`src/rtl/sd_spi_card_emu.sv`:
```
// sd_spi_card_emu: SPI-mode SD card responder. Decodes 6-byte commands from the
// host, answers with R1 / read data tokens / write data responses, and moves block
// data through a byte-wide backing-store port.
`timescale 1ns/1ps
module sd_spi_card_emu #(
   parameter int unsigned BLOCK_LEN  = 512,
   parameter int unsigned NCR        = 1,
   parameter int unsigned NAC        = 2,
   parameter int unsigned BUSY_BYTES = 4
) (
   input  logic        CLK,
   input  logic        RST,
   input  logic        SCLK,
   input  logic        MOSI,
   input  logic        CS,
   output logic        MISO,
   output logic [31:0] CARD_ADDR,
   output logic [8:0]  CARD_IDX,
   output logic        CARD_RD_STB,
   input  logic [7:0]  CARD_RD_DATA,
   output logic        CARD_WR_STB,
   output logic [7:0]  CARD_WR_DATA,
   output logic        CMD_STB,
   output logic [5:0]  CMD_IDX,
   output logic [31:0] CMD_ARG
);

   localparam logic [8:0] LAST_IDX  = 9'(BLOCK_LEN - 1);
   localparam logic [7:0] NCR_LAST  = 8'(NCR - 1);
   localparam logic [7:0] NAC_LAST  = 8'(NAC - 1);
   localparam logic [7:0] BUSY_LAST = 8'(BUSY_BYTES - 1);

   typedef enum logic [3:0] {
      S_CMD_WAIT, S_CMD_ARG, S_CMD_CRC, S_NCR_GAP, S_R1,
      S_RD_NAC, S_RD_TOKEN, S_RD_DATA, S_RD_CRC,
      S_WR_TOKEN, S_WR_DATA, S_WR_CRC, S_WR_RESP, S_WR_BUSY
   } state_t;

   state_t      state;
   logic [1:0]  sclk_sync, mosi_sync, cs_sync;
   logic        sclk_d;
   logic        rise, fall, byte_done;
   logic [2:0]  bit_cnt;
   logic [6:0]  rx_sh;
   logic [7:0]  rx_byte;
   logic [7:0]  tx_sh;
   logic [7:0]  r1_val;
   logic [7:0]  rd_hold;
   logic [7:0]  gap_cnt;
   logic [8:0]  data_cnt, idx_p1, idx_p2;
   logic [1:0]  stb_d;
   logic        idle, rd_go, wr_go;

   // Two-flop synchronizers for the asynchronous SPI pins plus SCLK edge history
   always_ff @(posedge CLK) begin
      if (RST) begin
         sclk_sync <= '0;
         mosi_sync <= '1;
         cs_sync   <= '1;
         sclk_d    <= 1'b0;
      end else begin
         sclk_sync <= {sclk_sync[0], SCLK};
         mosi_sync <= {mosi_sync[0], MOSI};
         cs_sync   <= {cs_sync[0], CS};
         sclk_d    <= sclk_sync[1];
      end
   end

   // SCLK edge detect, assembled receive byte and next-index helpers
   always_comb begin
      rise      = sclk_sync[1] & ~sclk_d;
      fall      = ~sclk_sync[1] & sclk_d;
      rx_byte   = {rx_sh, mosi_sync[1]};
      byte_done = rise && (bit_cnt == 3'd7);
      idx_p1    = data_cnt + 9'd1;
      idx_p2    = data_cnt + 9'd2;
   end

   // Bit shifting, byte-level protocol FSM and backing-store strobes
   always_ff @(posedge CLK) begin
      if (RST) begin
         state        <= S_CMD_WAIT;
         MISO         <= 1'b1;
         CARD_ADDR    <= '0;
         CARD_IDX     <= '0;
         CARD_RD_STB  <= 1'b0;
         CARD_WR_STB  <= 1'b0;
         CARD_WR_DATA <= '0;
         CMD_STB      <= 1'b0;
         CMD_IDX      <= '0;
         CMD_ARG      <= '0;
         bit_cnt      <= '0;
         rx_sh        <= '0;
         tx_sh        <= '1;
         r1_val       <= '1;
         rd_hold      <= '0;
         gap_cnt      <= '0;
         data_cnt     <= '0;
         stb_d        <= '0;
         idle         <= 1'b1;
         rd_go        <= 1'b0;
         wr_go        <= 1'b0;
      end else begin
         CARD_RD_STB <= 1'b0;
         CARD_WR_STB <= 1'b0;
         CMD_STB     <= 1'b0;
         // store data is only guaranteed on the second cycle after the strobe
         stb_d <= {stb_d[0], CARD_RD_STB};
         if (stb_d[1]) rd_hold <= CARD_RD_DATA;

         if (cs_sync[1]) begin
            bit_cnt <= '0;
            MISO    <= 1'b1;
            tx_sh   <= '1;
            state   <= S_CMD_WAIT;
         end else begin
            if (fall) begin
               MISO  <= tx_sh[7];
               tx_sh <= {tx_sh[6:0], 1'b1};
            end
            if (rise) begin
               rx_sh   <= rx_byte[6:0];
               bit_cnt <= bit_cnt + 3'd1;
            end
            // the byte for the next slot is chosen at the 8th rise of the current one
            if (byte_done) begin
               tx_sh <= 8'hFF;
               case (state)
                  S_CMD_WAIT: begin
                     if (rx_byte[7:6] == 2'b01) begin
                        CMD_IDX <= rx_byte[5:0];
                        gap_cnt <= '0;
                        state   <= S_CMD_ARG;
                     end
                  end
                  S_CMD_ARG: begin
                     CMD_ARG <= {CMD_ARG[23:0], rx_byte};
                     gap_cnt <= gap_cnt + 8'd1;
                     if (gap_cnt == 8'd3) state <= S_CMD_CRC;
                  end
                  S_CMD_CRC: begin
                     CMD_STB <= 1'b1;
                     gap_cnt <= '0;
                     rd_go   <= 1'b0;
                     wr_go   <= 1'b0;
                     state   <= S_NCR_GAP;
                     case (CMD_IDX)
                        6'd0: begin
                           idle   <= 1'b1;
                           r1_val <= 8'h01;
                        end
                        6'd1, 6'd41: begin
                           idle   <= 1'b0;
                           r1_val <= 8'h00;
                        end
                        6'd16, 6'd55: r1_val <= {7'b0, idle};
                        6'd17, 6'd24: begin
                           if (!idle) begin
                              r1_val    <= 8'h00;
                              CARD_ADDR <= CMD_ARG;
                              rd_go     <= (CMD_IDX == 6'd17);
                              wr_go     <= (CMD_IDX == 6'd24);
                           end else begin
                              r1_val <= {5'b0, 1'b1, 1'b0, idle};
                           end
                        end
                        default: r1_val <= {5'b0, 1'b1, 1'b0, idle};
                     endcase
                  end
                  S_NCR_GAP: begin
                     if (gap_cnt == NCR_LAST) begin
                        tx_sh <= r1_val;
                        state <= S_R1;
                     end else begin
                        gap_cnt <= gap_cnt + 8'd1;
                     end
                  end
                  S_R1: begin
                     gap_cnt <= '0;
                     if (rd_go)      state <= S_RD_NAC;
                     else if (wr_go) state <= S_WR_TOKEN;
                     else            state <= S_CMD_WAIT;
                  end
                  S_RD_NAC: begin
                     if (gap_cnt == NAC_LAST) begin
                        tx_sh       <= 8'hFE;
                        data_cnt    <= '0;
                        CARD_IDX    <= '0;
                        CARD_RD_STB <= 1'b1;
                        state       <= S_RD_TOKEN;
                     end else begin
                        gap_cnt <= gap_cnt + 8'd1;
                     end
                  end
                  S_RD_TOKEN: begin
                     tx_sh <= rd_hold;
                     state <= S_RD_DATA;
                     if (data_cnt != LAST_IDX) begin
                        CARD_IDX    <= idx_p1;
                        CARD_RD_STB <= 1'b1;
                     end
                  end
                  S_RD_DATA: begin
                     if (data_cnt == LAST_IDX) begin
                        gap_cnt <= '0;
                        state   <= S_RD_CRC;
                     end else begin
                        tx_sh    <= rd_hold;
                        data_cnt <= idx_p1;
                        // prefetch one byte ahead, but never past the block end
                        if (idx_p1 != LAST_IDX) begin
                           CARD_IDX    <= idx_p2;
                           CARD_RD_STB <= 1'b1;
                        end
                     end
                  end
                  S_RD_CRC: begin
                     if (gap_cnt == 8'd1) state <= S_CMD_WAIT;
                     else                 gap_cnt <= gap_cnt + 8'd1;
                  end
                  S_WR_TOKEN: begin
                     if (rx_byte == 8'hFE) begin
                        data_cnt <= '0;
                        CARD_IDX <= '0;
                        state    <= S_WR_DATA;
                     end else if (rx_byte != 8'hFF) begin
                        state <= S_CMD_WAIT;
                     end
                  end
                  S_WR_DATA: begin
                     CARD_WR_STB  <= 1'b1;
                     CARD_WR_DATA <= rx_byte;
                     CARD_IDX     <= data_cnt;
                     if (data_cnt == LAST_IDX) begin
                        gap_cnt <= '0;
                        state   <= S_WR_CRC;
                     end else begin
                        data_cnt <= idx_p1;
                     end
                  end
                  S_WR_CRC: begin
                     if (gap_cnt == 8'd1) begin
                        tx_sh <= 8'h05;
                        state <= S_WR_RESP;
                     end else begin
                        gap_cnt <= gap_cnt + 8'd1;
                     end
                  end
                  S_WR_RESP: begin
                     tx_sh   <= 8'h00;
                     gap_cnt <= '0;
                     state   <= S_WR_BUSY;
                  end
                  S_WR_BUSY: begin
                     if (gap_cnt == BUSY_LAST) begin
                        state <= S_CMD_WAIT;
                     end else begin
                        tx_sh   <= 8'h00;
                        gap_cnt <= gap_cnt + 8'd1;
                     end
                  end
                  default: state <= S_CMD_WAIT;
               endcase
            end
         end
      end
   end

endmodule

```
`config.mk`:
```
export PLATFORM = sky130hd
export DESIGN_NAME = sd_spi_card_emu
export DESIGN_NICKNAME = d
export VERILOG_FILES = /design/src/rtl/sd_spi_card_emu.sv
export SDC_FILE = /design/constraint.sdc
export NUM_CORES = 1
export LEC_CHECK = 0
export ABC_AREA = 1
export BUFFER_PORTS_ARGS = -buffer_cell sky130_fd_sc_hd__buf_2
export CAP_MARGIN = 20
export CORE_ASPECT_RATIO = 1.5
export CORE_UTILIZATION = 25
export DETAILED_ROUTE_END_ITERATION = 6
export SLEW_MARGIN = 30
export SYNTH_ARGS = -nofsm -noshare
export SYNTH_HDL_FRONTEND = slang
export SYNTH_SLANG_ARGS = --single-unit
export TNS_END_PERCENT = 5
```
`constraint.sdc`:
```
create_clock -name CLK -period 2.1 [get_ports CLK]
set_clock_uncertainty 0.2 [all_clocks]
set_input_delay 0.315 -clock CLK [delete_from_list [all_inputs] [get_ports CLK]]
set_output_delay 0.315 -clock CLK [all_outputs]
set_load 0.03 [all_outputs]
```
==> flow_summary.yaml <==
status:
  outcome: "complete, but fails checks"
  violations: "DRC"
yosys:
  ys.flop_type: "dfxtp_1"
  synth_cell_types: 40
  synth-async-reset-ratio_pct: 0
  synth_seq_cells: 153
  syn_inst: 1010
  synth_top_area_cell: "dfxtp_1"
  synth.yosys.warnings: 0
  synth_top_area_share_pct: 43.9
  synth-edff-count: 0
  avgSynthCellArea_um2: 6.90
  syn_nets: 1032
  synthesis.area_um2: 6970
  synth_seq_area_share_pct: 43.9
  yosys-top-cells-area: "dfxtp_1 (44%), nor2_1 (13%), nand2_1 (8.9%)"
  yosysMostFrequentCell: "nor2_1"
  synth_top_cells_by_count: "nor2_1 (233), nand2_1 (165), dfxtp_1 (153)"
layout:
  syn_to_final_growth_pct: 30.9
  diodes: 0
  final_nets: 1181
  post-route-util_pct: 33.4
  instances_no_fill: 1512
  drive_gt1_share_pct: 22.4
  final_cell_area_um2: 9120
clocking:
  cts_max_level: 4
  insertion_delay_ns: 0.43
  cts_tree: "yes"
  cts_buffers: 17
  root_buffer: "clkbuf_16"
  clockBufferDepth: 2
  clkTransAtPathRegs_ns: 0.06
  cts_num_sinks: 153
global_routing:
  grt_max_degree: 83
  use_met2_pct: 25.9
  overflow: 0
  antenna_found_initial: 0
  grtUsageMet1_pct: 15.4
  grt_pass1_vias: 6687
  grt_usage_pct: 14.4
  grt_pass1_wl_mm: 32.8
  top_usage_layer: "met2"
  met3_usage_pct: 3.45
routing:
  drt-vias-per-instance: 4.59
  drc: 10
  first_pass_iters: 7
  wl_per_cell_um: 13.7
  vias: 6942
  ant_nets: 0
  wirelength_mm: 20.7
  drtIter0Drc: 377
placement:
  place.gp.congestion: 0.894
  portBuffers: 103
  dpl.cell_count: 1466
  hpwl_mm: 14.8
  pre_cts_slack_ns: -0.0914
  postPlaceCellArea_um2: 8180
worst_setup_path:
  crit_fanout: 7
  endpoint_kind: "flop"
  r2r-start: "data_cnt[0]"
  crit_arrival_ns: 2.22
  required_ns: 2.23
  critPathLaunch: "data_cnt[0]"
  reg2reg_depth: 14
  critPathLaunchType: "flop"
  crit_type: "flop to flop"
die:
  ios: 104
  rows: 74
  die_x_um: 138
  dieArea_um2: 28600
  initial_core_util_pct: 25.5
  die_y_um: 207
  core_um2: 27300
sta:
  timing.slew.headroom_pct: 72.1
  grt_setup_unrepaired: "yes"
  tightest_slew_ns: 0.415
  final-setup-viol-count: 0
  timing.final.ws_setup_ns: 0.0110
  slew_viol_final: 0
  setup_tns_ns: 0
  fmax_mhz: 479
  period_share_pct: 99.5
  hold_viol: 0
  min_period_ns: 2.09
pwr:
  cellPowerDensity_nw_per_um2: 689
  ir_drop_v: 0.000558
  p_leak_uw: 0.00434
worst_hold_path:
  hold_path.class: "primary input to flop"
  hold_start: "RST"
  hold_depth: 3
run:
  drv_cap: 0
[metal layers]
layer,routed length (µm),share of wire [%]
met2,10400,50
met1,8670,42
met4,813,3.9
met3,857,4.1
met5,0,0
[worst max-delay path, stage by stage (launching register included)]
cell and delay, ns:
dfxtp_2 0.33, ha_4 0.17, nand3_4 0.09, nor3_4 0.05, ha_1 0.29, nand2_1 0.05, nor2_1 0.08, nand3_1 0.10
nor2_2 0.18, nand3_4 0.11, nand3_4 0.10, buf_6 0.13, nand2_2 0.05, nand2_2 0.05, nor2_2 0.03
[registers in the layout, indices dropped and copies added, names as in the netlist, 6 cells and up]
signal        count
CMD_ARG          32
tx_sh             8
CMD_IDX           6
CARD_ADDR        32
rx_sh             7
rd_hold           8
CARD_WR_DATA      8
gap_cnt           8
data_cnt          9
CARD_IDX          9
[timing repair]
| item | CTS | global route |
|---|---|---|
| pin swaps | 1 | 15 |
| buffers inserted | 1 | 2 |
| gates cloned | 0 | 2 |
| hold endpoints to repair | 11 | 0 |
| setup endpoints to repair | 11 | 74 |
| hold buffers | 11 | 0 |
| gates resized for setup | 5 | 37 |
[cell type report]
type	instances	area (µm²)
Clock inverter	10	169
Fill cell	2940	18200
Clock buffer	20	447
Inverter	104	400
Timing Repair Buffer	166	1110
Multi-Input combinational cell	717	3500
Sequential cell	153	3070
Tap cell	342	428
[placed cells by master (no fill, tap or decap), types with 3 or more instances in the layout]
cell type,instances
inv_1,93
ha_1,5
inv_2,8
dlygate4sd3_1,11
buf_4,44
bufinv_16,4
dfxtp_2,9
o211ai_1,3
o22ai_1,3
nor3_1,5
clkbuf_16,19
ha_4,3
or2_2,5
xor2_1,4
o21ai_1,11
nand3_4,3
dfxtp_1,144
clkinv_4,3
nand4_1,16
a21oi_1,58
buf_2,103
buf_12,4
nor2_4,6
nand2_1,161
nor2_1,225
nand2_4,4
nor2_2,13
nand3_1,38
nand2_2,18
o21ai_0,116
[power breakdown]
| part | switching (µW) | total (µW) | internal, µW |
|---|---|---|---|
| Combinational | 70.9 | 120 | 48.6 |
| Clock | 1240 | 3250 | 2020 |
| Sequential | 5.71 | 2920 | 2910 |
| Total | 1310 | 6290 | 4980 |
[worst paths after layout]
path	endpoint	slack (ns)
setup / recovery	CARD_IDX[8]	0.01
hold / removal	data_cnt[2]	0.10
hold reg to reg	sclk_sync[1]	0.20
setup reg to reg	CARD_IDX[8]	0.01
[through the flow]
stage          hold WS (ns)  total power (µW)
2_1_floorplan         0.188              3040
6_report              0.101              6290
5_1_grt               0.100              6500
3_3_place_gp          0.203              3090
3_5_place_dp          0.199              3080
4_1_cts              0.0920              6380
[cell families (layout without fill, tap and decap cells)]
group                    count (synthesis)  count (layout)  synth area share (%)
AND/OR/NAND/NOR                        504             504                  31.1
AO/OA/AOI/OAI                          199             199                  14.8
flip-flops                             153             153                  43.9
buffers and inverters                  140             300                  7.93
adder cells (fa/ha/maj)                  9               9                  1.62
XOR/XNOR                                 5               5                 0.628
Power figures use the tool's default switching activity.
